File: src/rtl/icache.sv
// Direct-mapped read-only instruction cache, one word per frame.
// Optional hit/miss counters are enabled by defining ICACHE_STATS_EN.
module icache #(
    parameter int NSETS = 16
) (
    input  logic        CLK,
    input  logic        nRST,
    input  logic        imemREN,
    input  logic [31:0] imemaddr,
    output logic        ihit,
    output logic [31:0] imemload,
    output logic        iREN,
    output logic [31:0] iaddr,
    input  logic        iwait,
`ifdef ICACHE_STATS_EN
    input  logic [31:0] iload,
    output logic [31:0] hit_count,
    output logic [31:0] miss_count
`else
    input  logic [31:0] iload
`endif
);
    localparam int IDX = $clog2(NSETS);
    localparam int TAG = 30 - IDX;

    localparam logic [0:0] IDLE = 1'b0;
    localparam logic [0:0] FILL = 1'b1;

    logic [0:0]     state;
    logic [29:0]    miss_addr;
    logic           valid [NSETS];
    logic [TAG-1:0] tags  [NSETS];
    logic [31:0]    data  [NSETS];

    logic [IDX-1:0] idx;
    logic [TAG-1:0] tag;
    logic [IDX-1:0] fidx;
    logic           hit;
    logic           miss;

    assign idx  = imemaddr[IDX+1:2];
    assign tag  = imemaddr[31:IDX+2];
    assign fidx = miss_addr[IDX-1:0];

    assign hit  = (state == IDLE) && imemREN
                  && valid[idx] && (tags[idx] == tag);
    assign miss = (state == IDLE) && imemREN && !hit;

    assign ihit     = hit;
    assign imemload = hit ? data[idx] : 32'h0;
    assign iREN     = (state == FILL);
    assign iaddr    = (state == FILL) ? {miss_addr, 2'b00} : 32'h0;

    always_ff @(posedge CLK or negedge nRST) begin
        if (!nRST) begin
            state     <= IDLE;
            miss_addr <= '0;
        end else begin
            unique case (state)
                IDLE: begin
                    if (miss) begin
                        state     <= FILL;
                        miss_addr <= imemaddr[31:2];
                    end
                end
                FILL: begin
                    if (!iwait) state <= IDLE;
                end
                default: state <= IDLE;
            endcase
        end
    end

    // A fill completes regardless of what the datapath does meanwhile
    always_ff @(posedge CLK or negedge nRST) begin
        if (!nRST) begin
            for (int i = 0; i < NSETS; i++) begin
                valid[i] <= 1'b0;
                tags[i]  <= '0;
                data[i]  <= '0;
            end
        end else if (state == FILL && !iwait) begin
            valid[fidx] <= 1'b1;
            tags[fidx]  <= miss_addr[29:IDX];
            data[fidx]  <= iload;
        end
    end

`ifdef ICACHE_STATS_EN
    always_ff @(posedge CLK or negedge nRST) begin
        if (!nRST) begin
            hit_count  <= '0;
            miss_count <= '0;
        end else begin
            if (hit && hit_count != 32'hFFFF_FFFF)
                hit_count <= hit_count + 32'd1;
            if (miss && miss_count != 32'hFFFF_FFFF)
                miss_count <= miss_count + 32'd1;
        end
    end
`endif

endmodule

File: config.mk
export PLATFORM = sky130hd
export DESIGN_NAME = icache
export DESIGN_NICKNAME = d
export VERILOG_FILES = /design/src/rtl/icache.sv
export SDC_FILE = /design/constraint.sdc
export NUM_CORES = 1
export LEC_CHECK = 0
export BUFFER_PORTS_ARGS = -buffer_cell sky130_fd_sc_hd__clkbuf_2
export CORE_ASPECT_RATIO = 0.5
export CORE_MARGIN = 2
export CORE_UTILIZATION = 56
export DETAILED_ROUTE_END_ITERATION = 7
export GPL_ROUTABILITY_DRIVEN = 0
export PLACE_DENSITY = 0.76
export RECOVER_POWER = 100
export SLEW_MARGIN = 20
export SYNTH_ARGS = -nofsm -noshare
export SYNTH_HDL_FRONTEND = slang
export SYNTH_SLANG_ARGS = --single-unit
File: constraint.sdc
create_clock -name CLK -period 3.71 [get_ports CLK]
set_clock_uncertainty 0.1 [all_clocks]
set_input_delay 0.5565 -clock CLK [delete_from_list [all_inputs] [get_ports CLK]]
set_output_delay 0.5565 -clock CLK [all_outputs]
set_load 0.01 [all_outputs]
### After elaboration in Yosys (flattened, before gate mapping)

Index checks and enable logic that the tools add are counted.

| word-level totals | value |
|---|---|
| logic and storage cells | 89 |
| register bits after elaboration | 975 |
| input bits | 68 |

| cells by class | value |
|---|---|
| magnitude comparators | 3 |
| reductions and logical operators | 9 |
| equal/unequal tests | 1 |
| multiplexer cells | 22 |
| bitwise operators | 4 |

Operators with widths:

| cell | number |
|---|---|
| $bwmux 512 | 1 |
| $bwmux 416 | 1 |
| $mux 32 | 5 |
| $bmux 32 s4 | 1 |
| $demux 32 s4 | 1 |
| $bmux 26 s4 | 1 |
| $demux 26 s4 | 1 |
| $mux 26 | 3 |
| $eq 26x26->1 | 1 |
| $or 16x16->16 | 1 |
| $ge 5x5->1 const B | 2 |
| $not 4->5 | 2 |
| $logic_and 1x1->1 | 6 |
| $lt 5x1->1 const B | 1 |
| $mux 1 | 5 |
| $bmux 1 s4 | 1 |
| $demux 1 s4 | 1 |
| $logic_not 1->1 | 2 |
| $pmux 1 s2 | 1 |
| $reduce_and 2->1 | 1 |
| $not 1->1 | 1 |

### Logic depth before layout (Yosys ltp)

Gate-level depths: netlist of run 1.

| depth | value |
|---|---|
| word-level depth | 10 |
| mapped depth | 13 |
| depth with buffers taken out | 8 |

### Worst setup path after synthesis of run 1

OpenSTA, ideal clock, no wires.

| path | value |
|---|---|
| path kind | in2out |
| from | input imemaddr[2] |
| to | output imemload[22] |
| setup slack | -0.168 ns |
| arrival time | 3.222 ns |
| stages on the path | 10 |
| data required time | 3.053 ns |
| path buffers | 7 |
| cells stage by stage | buf_6 > buf_6 > buf_4 > buf_2 > buf_2 > buf_2 > buf_2 > mux4_2 > mux4_2 > nor2b_1 |

| on the way | value |
|---|---|
| cells in the longest elaborated chain, start to end | 7 |
| elaborated cells between the ends (all ways) | 14 |

RTL lines:

| element | line | RTL |
|---|---|---|
| start: declaration | 9 | `input logic [31:0] imemaddr,` |
| $not 4->5 (not written as such) * | 46, 50 |  |
| $bmux 26 s4 or $bmux 1 s4 (tied branches) | 46 | `&& valid[idx] && (tags[idx] == tag);` |
| $mux 26 (not written as such) or $mux 1 (tied branches) (2 in series) | 46 |  |
| $eq 26x26->1 or $logic_and 1x1->1 (tied branches) | 46 |  |
| $logic_and 1x1->1 | 46 |  |
| $mux 32 * | 50 | `assign imemload = hit ? data[idx] : 32'h0;` |
| end: declaration | 11 | `output logic [31:0] imemload,` |

Mark *: on every way between the ends. The rest lies on a longest branch, timed or not. The select of a mux whose other input is x is not followed.

### Worst setup path after layout of run 1

| path | value |
|---|---|
| from | register tags[229] (netlist name) |
| to | output imemload[4] |

| on the way | value |
|---|---|
| cells in the longest elaborated chain, start to end | 6 |

RTL lines:

| element | line | RTL |
|---|---|---|
| start: declaration | 32 | `logic [TAG-1:0] tags [NSETS];` |
| start signal: indexed assignment | 84 | `tags[fidx] <= miss_addr[29:IDX];` |
| $bmux 26 s4 | 46 |  |
| $mux 26 (not written as such) (2 in series) | 46 |  |
| $eq 26x26->1 | 46 |  |
| $logic_and 1x1->1 | 46 |  |
| $mux 32 | 50 |  |

No other way between the ends. The select of a mux whose other input is x is not followed.

==> impl_metrics.toml, run 1 <==
[synth]
syn_area_sq_um = 44600
synthAdderAreaFrac = 0
synth-compound-area-share = 0.00713
async_flop_share = 1.00
synth_edf_count = 0
ys_ff_latch = 975
yosysWarnings = 0
synthMuxAreaShare = 0.391
yosys.area_share.xor_xnor = 0.00609
yosysSeqAreaShare = 0.547
ys.flop_type = "dfrtp_1"
synthSimpleGateAreaFrac = 0.0241
avgSynthCellArea_sq_um = 16.1
synth_top_family_by_area = "multiplexers"
ys_types = 50
synth_cells = 2771

[sta]
hold_viol_final = 0
timing.fmax_mhz = 232
rsz0062_at_grt = "true"
setup_violations = 33
fin_crit_ps = 4310
slew_viol_final = 518
fin_setup_tns_ps = -17310
worst_pin_slew_ps = 2380
maxSlewHeadroom = -0.587
timing.final.ws_setup_ps = -597
holdWs_ps = 61.8
period_share = 1.16

[place]
dpl.hpwl_um = 61200
port_buffers = 129
place_inst = 3840

[layout]
final_layout_size_suffix_gt1_frac = 0.544
final_cell_mix = "975 x dfrtp_1, 928 x mux2_2, 262 x mux4_2"
nNetsFinal = 2949
postLayoutCoreUtil = 0.629
finalNonFillerCells = 3999
final_common_cell = "dfrtp_1"
area_growth_pct = 11.6

[cts]
cts_sinks = 975
root_buffer = "clkbuf_16"
cts_made_buffers = 85
clk_latency_ps = 680
cts_tree = "done"
clock_path_buffers = 3
clkSlewWorstSetupHoldPaths_ps = 60
htree_levels = 3

[setup_path]
worstPathArrival_ps = 3650
cp-startpoint = "tags[229]"
crit_top_cell = "mux4_2"
crit_path_cell_trace = "mux4_2 -> mux4_2 -> xor2_2 -> nor4_2 -> buf_4 -> and4_4 -> nand3_4 -> buf_12 -> buf_16 -> nor2b_1 -> buf_2"
worst_setup_path_start_kind = "register"
cp-endpoint = "imemload[4]"
endpoint_kind = "primary output"
slowest_stage = "mux4_2"
slowest_delay_ps = 510
worstReg2RegStart = "iREN"
critical_path_class = "register to primary output"
worst_r2r_path_depth = 6
cp.required_ps = 3050
worst-r2r-setup-slack_ps = 20
reg2reg_to = "data[173]"
path_max_fanout = 8

[run_status]
violations = "capacitance limit, slew limit, setup timing"
status = "complete, but fails checks"

[detailed_routing]
met2_length_um = 51300
viasPerCell = 6.23
drt_first_pass_iters = 5
routed.top_layer = "met4"
drtAntennaViolNets = 0
routedWlPerCell_um = 26.6
dr_wl_met3_um = 4420
drt_iter0_drc = 1889
wl_met1_um = 48100
wl_um = 106000
drc_errors = 0
vias = 24900

[power]
switching_share = 0.264
power_leakage_nw = 22.7
vdd_drop_max_mv = 0.365
power_frac_seq = 0.491
p_total_mw = 35.7
p_comb_frac = 0.246
power_switching_mw = 9.43
p_int_mw = 26.2
p_per_area_nw_per_um2 = 717
clkPwrFrac = 0.263

[floorplan]
die_w_um = 403
die-area_sq_um = 82100
start_util = 0.564
rows = 73
coreArea_sq_um = 79100
io_pins = 134
dieHeight_um = 204

[global_route]
grt_use_total = 0.266
grt_pass1_wl_um = 164000
grt_max_degree = 110
antenna_found_initial = 2
overflow = 0
grt_pass1_vias = 26600

[worst_hold_path]
hp-class = "input pin to register"

[job]
maxCapViolCount = 15
## synthesized netlist by cell type (14+ instances only)
| cell type | number | area share |
|---|---|---|
| buf_1 | 77 | 0.0065 |
| mux2_2 | 930 | 0.23 |
| mux2_4 | 29 | 0.0098 |
| nand2b_1 | 16 | 0.0022 |
| nor2_1 | 16 | 0.0013 |
| xnor2_1 | 17 | 0.0033 |
| clkbuf_1 | 122 | 0.010 |
| dfrtp_1 | 975 | 0.55 |
| nor2b_1 | 47 | 0.0066 |
| nand2_1 | 23 | 0.0019 |
| buf_4 | 15 | 0.0025 |
| mux2i_1 | 63 | 0.014 |
| xor2_1 | 14 | 0.0027 |
| buf_2 | 25 | 0.0028 |
| mux4_2 | 262 | 0.13 |
| and2_1 | 31 | 0.0043 |
## worst max-delay path: cells and delay by family, from the launching register on
family        cells  cell delay [ps]
xor+xnor          1              180
simple gates      4              750
mux               2              980
flops             1              380
buf+inv           4              660
## power groups by stage
stage	clock, mW	sequential (mW)	combinational, mW
4_1_cts	9.56	17.5	8.93
2_1_floorplan	0	16.6	7.25
6_report	9.39	17.5	8.76
3_3_place_gp	0	17.3	8.53
3_5_place_dp	0	17.6	8.87
5_1_grt	10.0	18.1	9.43
## registers in the layout, summed over array words and instances, names as in the netlist
| register | count |
|---|---|
| miss_addr | 30 |
| valid | 16 |
| data | 512 |
| tags | 416 |
| iREN | 1 |
## kinds of logic after synthesis
logic type	Yosys count
other cells	1
simple gates	184
buf+inv	251
xor+xnor	31
mux	1284
compound gates	45
flops	975
## worst min path at each step
stage                 start       endpoint  slack (ps)  cells after the start
2_1_floorplan          nRST        data[0]         160                      0
3_3_place_gp       valid[6]       valid[6]         350                      1
3_5_place_dp       valid[9]       valid[9]         350                      1
4_1_cts        imemaddr[16]  miss_addr[14]          20                      2
5_1_grt         imemaddr[9]   miss_addr[7]          30                      2
6_report        imemaddr[9]   miss_addr[7]          60                      2
## stage by stage
| step | area, sq um | setup WS (ps) |
|---|---|---|
| global placement | 47200 | -487 |
| finish | 49800 | -597 |
| CTS | 50300 | -604 |
| floorplan | 44700 | 13.1 |
| detailed placement | 47200 | -512 |
| global route | 49800 | -696 |
## layout make-up
cell class	instances	area, sq um
multi-input combinational	1546	19200
timing repair buffer	270	1920
antenna	1	2.50
inverter	3	13.8
sequential	975	24400
clock inverter	26	370
clock buffer	128	2570
fill	5768	29300
tap	1050	1310
## layer usage
layer | vias to the layer above | track usage
met4 | 0 | 0.0783
met1 | 13700 | 0.387
li1 | 10500 | -
met3 | 157 | 0.0449
met2 | 505 | 0.418
met5 | - | 0
## repair_timing
item                                    in CTS  in global routing
resized for setup                           12                 50
endpoints found under the setup margin      33                 33
endpoints found under the hold margin       62                  0
setup buffers                                1                  0
pin swaps                                    2                  1
hold buffers                                 1                  0
gates cloned                                 2                  0
(Power assumes the default switching activity.)
==> inputs of run 2 (changes only) <==
RECOVER_POWER = 50   (was 100)
==> run 2 against run 1 <==
The flow still finishes with violations (capacitance limit, slew limit, setup timing); die area stayed put; cell count unchanged; register-to-register slack better by 270 ps; critical path type unchanged; first-iteration DRC count unchanged; largest cell class unchanged.
==> impl_metrics.toml, run 2 (synthesis results as in run 1) <==
[run_status]
status = "complete, but fails checks"
violations = "capacitance limit, slew limit, setup timing"

[detailed_routing]
drc_errors = 0
routed.top_layer = "met4"
drtAntennaViolNets = 0
vias = 25000
wl_met1_um = 47700
drt_first_pass_iters = 5
viasPerCell = 6.25
routedWlPerCell_um = 26.5
drt_iter0_drc = 1889
dr_wl_met3_um = 4580
wl_um = 106000
met2_length_um = 50900

[sta]
slew_viol_final = 87
holdWs_ps = 71.6
worst_pin_slew_ps = 2380
timing.final.ws_setup_ps = -601
timing.fmax_mhz = 232
setup_violations = 33
hold_viol_final = 0
period_share = 1.16
rsz0062_at_grt = "true"
fin_crit_ps = 4310
maxSlewHeadroom = -0.586

[global_route]
grt_pass1_wl_um = 164000
overflow = 0
grt_use_total = 0.266
grt_pass1_vias = 26600
grt_max_degree = 110
antenna_found_initial = 2

[cts]
root_buffer = "clkbuf_16"
clkSlewWorstSetupHoldPaths_ps = 60
clock_path_buffers = 3
cts_made_buffers = 85
cts_tree = "done"
htree_levels = 3
clk_latency_ps = 680
cts_sinks = 975

[power]
vdd_drop_max_mv = 0.365
p_per_area_nw_per_um2 = 713
power_leakage_nw = 23.0

[setup_path]
slowest_delay_ps = 510
worstPathArrival_ps = 3650
worstReg2RegStart = "iREN"
slowest_stage = "mux4_2"
path_max_fanout = 8
worst-r2r-setup-slack_ps = 290
worst_r2r_path_depth = 7
reg2reg_to = "tags[281]"
critical_path_class = "register to primary output"
crit_path_cell_trace = "mux4_2 -> mux4_2 -> xor2_2 -> nor4_2 -> buf_4 -> and4_4 -> nand3_4 -> buf_12 -> buf_16 -> nor2b_1 -> buf_2"
cp.required_ps = 3050
worst_setup_path_start_kind = "register"
endpoint_kind = "primary output"
crit_top_cell = "mux4_2"

[floorplan]
die-area_sq_um = 82100
coreArea_sq_um = 79100
start_util = 0.564
rows = 73
dieHeight_um = 204
die_w_um = 403
io_pins = 134

[layout]
final_layout_size_suffix_gt1_frac = 0.562
final_common_cell = "dfrtp_1"
reg.largest.list = "data: 512 flops, tags: 416 flops, miss_addr: 30 flops"
area_growth_pct = 12.5
regMostFlops = "data"
final_cell_mix = "975 x dfrtp_1, 930 x mux2_2, 262 x mux4_2"
nNetsFinal = 2949
fin_area_sq_um = 50200
largest_reg_flops = 512

[worst_hold_path]
holdPathStages = 2
hold_path_end = "miss_addr[19]"
min_from = "imemaddr[21]"
hp-class = "input pin to register"

[place]
port_buffers = 129
placed_area_sq_um = 47200
dpl.hpwl_um = 61200

[job]
maxCapViolCount = 1
==> run 2: cell types whose count changed in the layout (fill, tap and decap cells not counted), moves of 12 or more <==
cell,before,now
mux2_1,30,0
mux2_4,1,29
buf_4,59,81
and2_0,21,0
and2_1,10,31
clkbuf_1,47,31
clkbuf_2,124,108
buf_12,20,32
==> run 2: worst max-delay path by stage <==
stage,startpoint,endpoint,slack [ps]
after floorplan,imemaddr[3],imemload[10],10
after global placement,imemaddr[2],imemload[14],-490
after detailed placement,imemaddr[2],imemload[13],-510
after CTS,tags[229],imemload[22],-600
after global routing,tags[229],imemload[4],-700
final,tags[229],imemload[4],-600
==> run 2: through the flow <==
stage	worst slack, ps	util	power [mW]	TNS, ps	instances
after floorplan	13.1	-	23.9	0	2772
after global placement	-487	0.597	25.9	-15540	3840
after detailed placement	-512	0.597	26.5	-15830	3840
after CTS	-604	0.635	36.0	-19380	3998
after global routing	-696	0.634	37.6	-40510	3999
final	-601	0.634	35.8	-17350	3999
==> run 2: cell type report <==
| class | instances | area (sq um) |
|---|---|---|
| fillers | 5676 | 28900 |
| flip-flops and latches | 975 | 24400 |
| multi-input cells | 1546 | 19300 |
| clock buffers | 128 | 2570 |
| repair buffers | 270 | 2170 |
| well taps | 1050 | 1310 |
| clock inverters | 26 | 370 |
| inverters | 3 | 13.8 |
| diodes | 1 | 2.50 |
==> run 2: routing by layer <==
metal  global-route usage  up-vias
met2                0.418      539
li1                     -    10600
met1                0.387    13700
met4               0.0783        0
met3               0.0449      175
met5                    0        -
==> run 2: worst max-delay path: cells and delay by family (launching register included) <==
kind | cells | cell delay (ps)
buffers and inverters | 4 | 650
xor gates and xnor gates | 1 | 180
DFF | 1 | 380
muxes | 2 | 980
and+or+nand+nor | 4 | 760
==> run 2: where the power goes <==
group / internal [mW] / switching, mW
registers: 15.1 / 2.47
logic: 5.90 / 2.95
clock network: 5.37 / 4.02
total: 26.3 / 9.45
==> run 2: timing repair <==
item                                   in CTS  in global routing
buffers inserted                            1                  0
setup endpoints to repair                  33                 33
endpoints found under the hold margin      62                  0
pin swaps                                   2                  1
cloned                                      2                  0
gates resized for setup                    12                 50
hold buffers                                1                  0
==> inputs of run 3 (changes only) <==
GPL_TIMING_DRIVEN = 0   (was default)
==> run 3 against run 2 <==
Hold slack got worse by 22 ps; total power is 2.3% higher; largest power group unchanged; setup slack worse by 9.3 ps; clock power increased by 5.3%; the flow still finishes with violations (capacitance limit, slew limit, setup timing); cell count increased by 3.4%; register-to-register slack got worse by 900 ps.
==> impl_metrics.toml, run 3 (synthesis results as in run 1) <==
[floorplan]
io_pins = 134
rows = 73
die-area_sq_um = 82100
dieHeight_um = 204
die_w_um = 403
coreArea_sq_um = 79100
start_util = 0.564

[sta]
worst_pin_slew_ps = 2220
timing.fmax_mhz = 231
period_share = 1.16
slew_viol_final = 87
timing.final.ws_setup_ps = -610
rsz0062_at_grt = "true"
setup_violations = 73
maxSlewHeadroom = -0.482
fin_setup_tns_ps = -36060
hold_viol_final = 0
fin_crit_ps = 4320

[worst_hold_path]
hp-class = "input pin to register"
min_from = "imemaddr[18]"

[place]
dpl.hpwl_um = 77300
place_inst = 3956
port_buffers = 123

[setup_path]
path_max_fanout = 12
cp.required_ps = 4160
worstReg2RegStart = "iREN"
endpoint_kind = "register"
worstPathArrival_ps = 4770
worst_setup_path_start_kind = "register"
cp-startpoint = "iREN"
critical_path_class = "register to register"

[layout]
final_common_cell = "dfrtp_1"
postLayoutCoreUtil = 0.643
regMostFlops = "data"
largest_reg_flops = 512
fillers = 5549
reg.largest.list = "data: 512 flops, tags: 416 flops, miss_addr: 30 flops"
final_cell_mix = "975 x dfrtp_1, 929 x mux2_2, 262 x mux4_2"
nNetsFinal = 3076
finalNonFillerCells = 4134
area_growth_pct = 14.0
final_layout_size_suffix_gt1_frac = 0.534

[global_route]
overflow = 0
antenna_found_initial = 4
grt_pass1_wl_um = 180000
grt_use_total = 0.298
grt_max_degree = 96
grt_pass1_vias = 27400

[power]
p_per_area_nw_per_um2 = 720
power_leakage_nw = 23.1
vdd_drop_max_mv = 0.378

[detailed_routing]
drtAntennaViolNets = 0
drt_iter0_drc = 2506
viasPerCell = 6.42
vias = 26500
drt_first_pass_iters = 7
drc_errors = 0
wl_um = 121000
routedWlPerCell_um = 29.2

[cts]
htree_levels = 3
clkSlewWorstSetupHoldPaths_ps = 70
cts_made_buffers = 86
cts_tree = "done"
cts_sinks = 975
clk_latency_ps = 680
clock_path_buffers = 3
root_buffer = "clkbuf_16"

[job]
maxCapViolCount = 1

[run_status]
status = "complete, but fails checks"
violations = "capacitance limit, slew limit, setup timing"
[run 3: changes by cell type in the layout (fill, tap and decap cells not counted), sizes merged]
cell	before	now
buf	145	154
clkdlybuf4s15	0	3
clkinvlp	4	3
bufinv	8	12
clkinv	13	18
diode	1	5
clkbuf	252	363
[run 3: power breakdown]
group | switching, mW | internal, mW
clock network | 4.16 | 5.73
logic | 3.33 | 5.94
registers | 2.36 | 15.1
total | 9.85 | 26.7
[run 3: cell type report]
type / instances / area [sq um] / share of cell area
flip-flops and latches: 975 / 24400 / 0.480
multi-input cells: 1546 / 19300 / 0.381
clock buffers: 125 / 2610 / 0.0512
plain buffers: 245 / 1550 / 0.0304
well taps: 1050 / 1310 / 0.0258
repair buffers: 151 / 1100 / 0.0217
clock inverters: 34 / 507 / 0.00997
diodes: 5 / 12.5 / 0.000246
inverters: 3 / 11.3 / 0.000221
[run 3: what timing repair did]
action | in CTS | in global routing
buffers inserted | 9 | 5
pin swaps | 8 | 6
hold endpoints to repair | 84 | 0
setup endpoints to repair | 120 | 144
cloned | 2 | 0
gates resized for setup | 149 | 88
hold buffers | 1 | 0
[run 3: worst max-delay path: stages, from the launching register on]
cell and delay (ps):
dfrtp_1 660, nand2b_1 190, nor4_1 1000, clkbuf_1 990, clkdlybuf4s15_1 840, mux2_2 420
[run 3: per-stage QoR]
step	hold slack [ps]	setup slack [ps]	power, mW	instance area [sq um]
6_report	50.0	-610	36.6	50800
5_1_grt	46.8	-551	38.2	50800
4_1_cts	20.1	-541	36.5	50600
3_5_place_dp	350	-2410	26.6	46900
3_3_place_gp	345	-20800	26.0	46600
2_1_floorplan	161	13.1	23.9	44700
[run 3: path summary, 6_finish.rpt]
kind | endpoint | slack [ps] | cells past startpoint
max in group asynchronous | tags[342] | 380 | 4
min in group asynchronous | data[50] | 300 | 2
worst max register to register | data[414] | -610 | 5
worst min register to register | valid[6] | 370 | 1
worst min-delay path | miss_addr[16] | 50 | 2
worst max-delay path | data[414] | -610 | 5
[run 3: metal layers]
layer	global-route usage	up-vias	share of wire
met2	0.471	1027	0.47
met5	0.00175	-	0
li1	-	10800	-
met3	0.0628	268	0.077
met4	0.0991	0	0.033
met1	0.419	14500	0.42
